==> src/rtl/alu_pkg.sv <==
// Shared opcode and function-select definitions for the ALU bit slice.
package alu_pkg;

    // Named operation codes: [3]=a_invert, [2]=b_invert, [1:0]=function select
    localparam logic [3:0] ALU_AND = 4'b0000;
    localparam logic [3:0] ALU_OR  = 4'b0001;
    localparam logic [3:0] ALU_ADD = 4'b0010;
    localparam logic [3:0] ALU_SUB = 4'b0110;
    localparam logic [3:0] ALU_SLT = 4'b0111;
    localparam logic [3:0] ALU_NOR = 4'b1100;

    // Function select carried in alu_op[1:0]
    typedef enum logic [1:0] {
        FN_AND  = 2'b00,
        FN_OR   = 2'b01,
        FN_SUM  = 2'b10,
        FN_LESS = 2'b11
    } fn_e;

endpackage

==> src/rtl/full_adder_1b.sv <==
// One-bit full adder used by the ALU bit slice.
module full_adder_1b (
    input  logic aa,
    input  logic bb,
    input  logic cin,
    output logic sum,
    output logic cout
);

    // Sum and majority carry of the conditioned operands
    always_comb begin
        sum  = aa ^ bb ^ cin;
        cout = (aa & bb) | (aa & cin) | (bb & cin);
    end

endmodule

==> src/rtl/alu_bit_slice.sv <==
// One-bit ALU slice with registered result, carry and (MSB only) overflow.
// carry_out_comb and set are left combinational so slices can ripple in one cycle.
module alu_bit_slice
    import alu_pkg::*;
#(
    parameter bit IS_MSB = 1'b0
) (
    input  logic       clk,
    input  logic       rst,
    input  logic       a,
    input  logic       b,
    input  logic       carry_in,
    input  logic       less,
    input  logic [3:0] alu_op,
    output logic       result,
    output logic       carry_out,
    output logic       carry_out_comb,
    output logic       set,
    output logic       overflow
);

    logic aa;
    logic bb;
    logic sum;
    logic cout;
    logic result_d;
    logic overflow_d;

    // Operand conditioning from the invert bits of the opcode
    always_comb begin
        aa = a ^ alu_op[3];
        bb = b ^ alu_op[2];
    end

    full_adder_1b u_full_adder (
        .aa   (aa),
        .bb   (bb),
        .cin  (carry_in),
        .sum  (sum),
        .cout (cout)
    );

    // Function select mux and overflow next-state; all 16 opcodes are defined
    always_comb begin
        result_d = 1'b0;
        unique case (fn_e'(alu_op[1:0]))
            FN_AND:  result_d = aa & bb;
            FN_OR:   result_d = aa | bb;
            FN_SUM:  result_d = sum;
            FN_LESS: result_d = less;
            default: result_d = 1'b0;
        endcase
        // Signed overflow is carry into the MSB differing from carry out of it
        overflow_d = IS_MSB ? (carry_in ^ cout) : 1'b0;
    end

    // Ripple outputs stay live regardless of reset or function select
    always_comb begin
        carry_out_comb = cout;
        set            = sum;
    end

    // Output registers with synchronous reset taking priority
    always_ff @(posedge clk) begin
        if (rst) begin
            result    <= 1'b0;
            carry_out <= 1'b0;
            overflow  <= 1'b0;
        end else begin
            result    <= result_d;
            carry_out <= cout;
            overflow  <= overflow_d;
        end
    end

endmodule

==> config.mk <==
export PLATFORM = sky130hd
export DESIGN_NAME = alu_bit_slice
export DESIGN_NICKNAME = d
export VERILOG_FILES = /design/src/rtl/alu_pkg.sv /design/src/rtl/full_adder_1b.sv /design/src/rtl/alu_bit_slice.sv
export SDC_FILE = /design/constraint.sdc
export NUM_CORES = 1
export LEC_CHECK = 0
export ABC_AREA = 1
export CORE_AREA = 2 2 39 41
export DETAILED_ROUTE_END_ITERATION = 8
export DIE_AREA = 0 0 41 43
export GPL_TIMING_DRIVEN = 0
export PLACE_DENSITY_LB_ADDON = 0.2
export RECOVER_POWER = 50
export SETUP_SLACK_MARGIN = 0.1
export SYNTH_ARGS = -nofsm -noshare
export SYNTH_HDL_FRONTEND = slang
export SYNTH_SLANG_ARGS = --single-unit
==> constraint.sdc <==
create_clock -name clk -period 1.5 [get_ports clk]
set_clock_uncertainty 0.05 [all_clocks]
set_input_delay 0.3 -clock clk [delete_from_list [all_inputs] [get_ports clk]]
set_output_delay 0.3 -clock clk [all_outputs]
set_load 0.05 [all_outputs]
==> results.cfg, run 1 <==
[logic_synthesis]
avgSynthCellArea_um2 = 6.81
netlist-cell-type-count = 11
ys_ff_latch = 2
synth_area_leaders = dfxtp_1, inv_1, ha_1
synth_top_cell_by_area = dfxtp_1
syn_area_um2 = 184
ys_warn_count = 0
ys_seq_area_frac = 0.218
syn_inst = 27
synthesis.nets = 40
synth_top_area_share = 0.218

[clock_network]
cts_tree = built
ctsLongestPathBuffers = 2
clockRootBuffer = clkbuf_4
cts_buffers = 3
cts_sinks = 2
cts_max_level = 1
clk_pin_slew_ns = 0.03
cts-hold-fix-buffers = 0

[floorplanning]
fp.dieW_um = 41
start_util = 0.133
ios = 15
die-area_um2 = 1760
fp.dieH_um = 43
core-area_um2 = 1380
rows = 14

[grt]
grt_overflow = 0
antenna_found_initial = 0
grt_pass1_wl_um = 641
grt_pass1_vias = 186
grt_max_degree = 4
grt_usage = 0.0612

[detailed_routing]
vias = 213
drc = 0
postRouteAntennaNets = 0
drtIter0Drc = 1
wire_per_inst_um = 6.79
via_per_inst = 3.38
dr.pass1.iters = 2
wirelength_um = 428

[pwr]
power.density_nw_per_um2 = 931
power_leakage_uw = 0.000220
peakVddDrop_uv = 206
finalPower_uw = 401

[cells_and_area]
synthToLayoutAreaGrowth_pct = 134
drive_above_1_share = 0.447
antenna_cells = 0
final_util = 0.311
nNetsFinal = 62

[critical_path]
critical_path_required_ns = 1.15
critPathLaunchType = input pin
worstPathArrival_ns = 1.39
end_kind = output pin
crit_fanout = 2
path_class = in -> out

[timing]
min_period_ns = 1.74
slew_violations = 0
hold_violations = 0
rsz0062_at_grt = yes
setup-violations-final = 2
fmax_mhz = 576
period_share = 1.16
setup_ws_ns = -0.236

[min_path]
min-delay-path-class = in -> reg

[placed_design]
port_buffers = 13
dpl.hpwl_um = 328
gp_congestion = 0.548

[outcome]
violations = negative setup slack
status = complete, but fails checks

[flow_run]
maxCapViolCount = 0
## layout make-up
class	count	area (µm²)
fillers	154	953
well taps	16	20.0
plain buffers	1	7.51
multi-input cells	15	135
repair buffers	17	164
clock buffers	3	22.5
flip-flops and latches	2	40.0
inverters	9	41.3
## cell usage in the layout (no fill, tap or decap), types with 2 or more instances in the layout
master / netlist / routed
nor2_1: 2 / 2
ha_1: 2 / 2
buf_8: 0 / 4
nand2_1: 5 / 5
clkbuf_4: 0 / 3
clkdlybuf4s50_1: 0 / 4
buf_4: 1 / 5
dfxtp_1: 2 / 2
inv_1: 9 / 7
clkinvlp_4: 0 / 2
buf_2: 0 / 2
## what timing repair did
action | 4_1_cts | 5_1_grt
pin swaps | 3 | 2
endpoints found under the setup margin | 5 | 5
buffers inserted | 4 | 0
gates resized for setup | 41 | 3
## worst max-delay path: stages
cell and delay (ns):
buf_8 0.10, xnor2_4 0.14, fa_2 0.59, clkinvlp_4 0.10
buf_8 0.15
## synthesized netlist by cell type
library cell	n
xnor2_1	2
nand2_1	5
conb_1	1
a21oi_1	1
fa_1	1
nand3_1	1
ha_1	2
dfxtp_1	2
inv_1	9
buf_4	1
nor2_1	2
## logic make-up (layout without fill, tap and decap cells)
| group | after synthesis | after routing | share of synthesized area |
|---|---|---|---|
| AO/OA/AOI/OAI | 1 | 1 | 0.0272 |
| XOR/XNOR | 2 | 2 | 0.0953 |
| adder cells (fa/ha/maj) | 3 | 3 | 0.245 |
| buffers and inverters | 10 | 30 | 0.224 |
| flip-flops | 2 | 2 | 0.218 |
| other | 1 | 1 | 0.0204 |
| AND/OR/NAND/NOR | 8 | 8 | 0.170 |
## metal layers
layer,vias up,wire length (µm),GRT usage
li1,111,-,-
met1,84,161,0.0547
met2,16,165,0.0813
met3,2,77,0.0157
met4,0,24,0.100
met5,-,0,0
## state kept, by name, summed over array words and instances, names as in the netlist
signal,flops
carry_out,1
result,1
## final timing paths
path | from | end | slack (ns) | depth (start not counted)
max | alu_op[3] | set | -0.24 | 5
min | rst | carry_out | 0.57 | 2
## metrics by stage
step	area (µm²)	hold slack, ns	worst slack [ns]	instances	setup TNS, ns
6_report	430	0.572	-0.236	63	-0.264
4_1_cts	430	0.572	-0.244	63	-0.275
2_1_floorplan	224	0.317	-0.156	27	-0.279
3_5_place_dp	374	0.801	-1.24	56	-3.00
5_1_grt	430	0.579	-0.279	63	-0.335
3_3_place_gp	374	0.816	-1.23	56	-2.98
## where the power goes
group / switching [µW] / internal, µW
Clock: 34.0 / 88.5
Combinational: 115 / 103
Sequential: 1.24 / 58.8
Total: 150 / 251
(Power assumes the default switching activity.)
==> run 2, diff against run 1 <==
--- a/config.mk
+++ b/config.mk
@@ -7,6 +7,7 @@
 export LEC_CHECK = 0
 export ABC_AREA = 1
 export CORE_AREA = 2 2 39 41
+export CTS_CLUSTER_SIZE = 40
 export DETAILED_ROUTE_END_ITERATION = 8
 export DIE_AREA = 0 0 41 43
 export GPL_TIMING_DRIVEN = 0
==> results of run 2 <==
Final layout, timing and power as in run 1 (identical DEF).
==> run 3, diff against run 2 <==
--- a/config.mk
+++ b/config.mk
@@ -6,6 +6,8 @@
 export NUM_CORES = 1
 export LEC_CHECK = 0
 export ABC_AREA = 1
+export CELL_PAD_IN_SITES_DETAIL_PLACEMENT = 1
+export CELL_PAD_IN_SITES_GLOBAL_PLACEMENT = 1
 export CORE_AREA = 2 2 39 41
 export CTS_CLUSTER_SIZE = 40
 export DETAILED_ROUTE_END_ITERATION = 8
==> run 3 against run 2 <==
Net effect:
- the flow still finishes with violations (negative setup slack)
- clock-buffer cell count is the same
- combinational power is essentially flat
- clock power shrank 3%
- global-route usage grew 1.0 points
- total power shrank 0.98%
- critical path type unchanged
- routed wire length grew 22%
- critical endpoint unchanged
==> results.cfg, run 3 (synthesis gave the netlist of run 1 again) <==
[timing]
fmax_mhz = 573
fin_worst_hold_slack_ns = 0.568
setup-violations-final = 2
slew_violations = 0
period_share = 1.16
fin_setup_tns_ns = -0.285
setup_ws_ns = -0.245
hold_violations = 0
rsz0062_at_grt = yes
min_period_ns = 1.75

[clock_network]
cts_max_level = 1
clk_pin_slew_ns = 0.03
cts-hold-fix-buffers = 0
cts_buffers = 3
clockRootBuffer = clkbuf_4
ctsLongestPathBuffers = 2
cts_sinks = 2
cts_tree = built

[critical_path]
path_class = in -> out
crit_fanout = 2
cp_slowest_cell = fa_2
critPathLaunchType = input pin
critical_path_required_ns = 1.15
crit_chain = buf_8 > xnor2_4 > fa_2 > clkinvlp_4 > buf_8
critPathMaxStageDelay_ns = 0.60
path_common_cell = buf_8
end_kind = output pin
worstPathArrival_ns = 1.40

[cells_and_area]
nNetsFinal = 61
synthToLayoutAreaGrowth_pct = 131
regArea_um2 = 40.0
nFillCells = 179
final_cell_mix = inv_1, nand2_1, buf_4, clkdlybuf4s50_1, buf_8
stdcell_area_um2 = 424
fin_cells = 62
mostFrequentLayoutCell = inv_1
drive_above_1_share = 0.478
multi_input_area_um2 = 135
reg_top3 = carry_out (1), result (1)
antenna_cells = 0

[detailed_routing]
wire_per_inst_um = 8.40
wirelength_um = 521
postRouteAntennaNets = 0
drtIter0Drc = 0
via_per_inst = 3.58
vias = 222
drc = 0
dr.pass1.iters = 1

[pwr]
power.density_nw_per_um2 = 936
peakVddDrop_uv = 319
finalPower_uw = 397
power_leakage_uw = 0.000216

[placed_design]
port_buffers = 13
dp_cells = 56
placed_cell_area_um2 = 374
gp_congestion = 0.563

[grt]
grt_pass1_vias = 227
grt_pass1_wl_um = 772
grt_overflow = 0
grt_usage = 0.0712
antenna_found_initial = 0
grt_max_degree = 4

[floorplanning]
rows = 14
die-area_um2 = 1760
fp.dieH_um = 43
start_util = 0.133
core-area_um2 = 1380
fp.dieW_um = 41
ios = 15

[flow_run]
maxCapViolCount = 0

[min_path]
min-delay-path-class = in -> reg

[outcome]
status = complete, but fails checks
violations = negative setup slack
run 3: changes by cell type in the layout (fill, tap and decap cells not counted), sizes merged:
cell | before | now
buf | 11 | 10
clkdlybuf4s15 | 1 | 0
clkbuf | 4 | 5
run 3: path summary, 6_finish.rpt:
check,startpoint,cells past startpoint,endpoint
min,a,4,carry_out
max,alu_op[3],5,set
run 3: layout make-up:
cell class                      instances  area share
Timing Repair Buffer                   16       0.372
Buffer                                  1      0.0177
Sequential cell                         2      0.0944
Clock buffer                            3      0.0531
Multi-Input combinational cell         15       0.319
Inverter                                9      0.0973
Tap cell                               16      0.0472
run 3: critical path, delay by kind of cell:
kind                     cells  cell delay [ns]
XOR/XNOR                     1             0.14
buffers and inverters        3             0.35
adder cells (fa/ha/maj)      1             0.60
run 3: power by group:
| group | leakage [µW] | switching (µW) | internal (µW) |
|---|---|---|---|
| logic | 0.000186 | 117 | 100 |
| clock network | 0.0000138 | 30.9 | 88.2 |
| registers | 0.0000167 | 1.17 | 58.9 |
run 3: through the flow:
| step | util | worst slack [ns] |
|---|---|---|
| floorplan | - | -0.156 |
| global placement | 0.270 | -1.23 |
| detailed placement | 0.270 | -1.26 |
| CTS | 0.310 | -0.249 |
| global route | 0.307 | -0.276 |
| finish | 0.307 | -0.245 |
run 3: repair_timing:
item / in CTS / in global routing
endpoints found under the setup margin: 6 / 5
pin swaps: 3 / 2
setup buffers: 3 / 0
resized for setup: 43 / 4
run 3: per-layer routing:
layer,part of all wire,wire (µm),vias to the layer above,global-route usage
li1,-,-,110,-
met1,0.29,151,100,0.0449
met2,0.58,301,12,0.131
met3,0.13,69,0,0.0471
met4,0,0,0,0.0400
met5,0,0,-,0
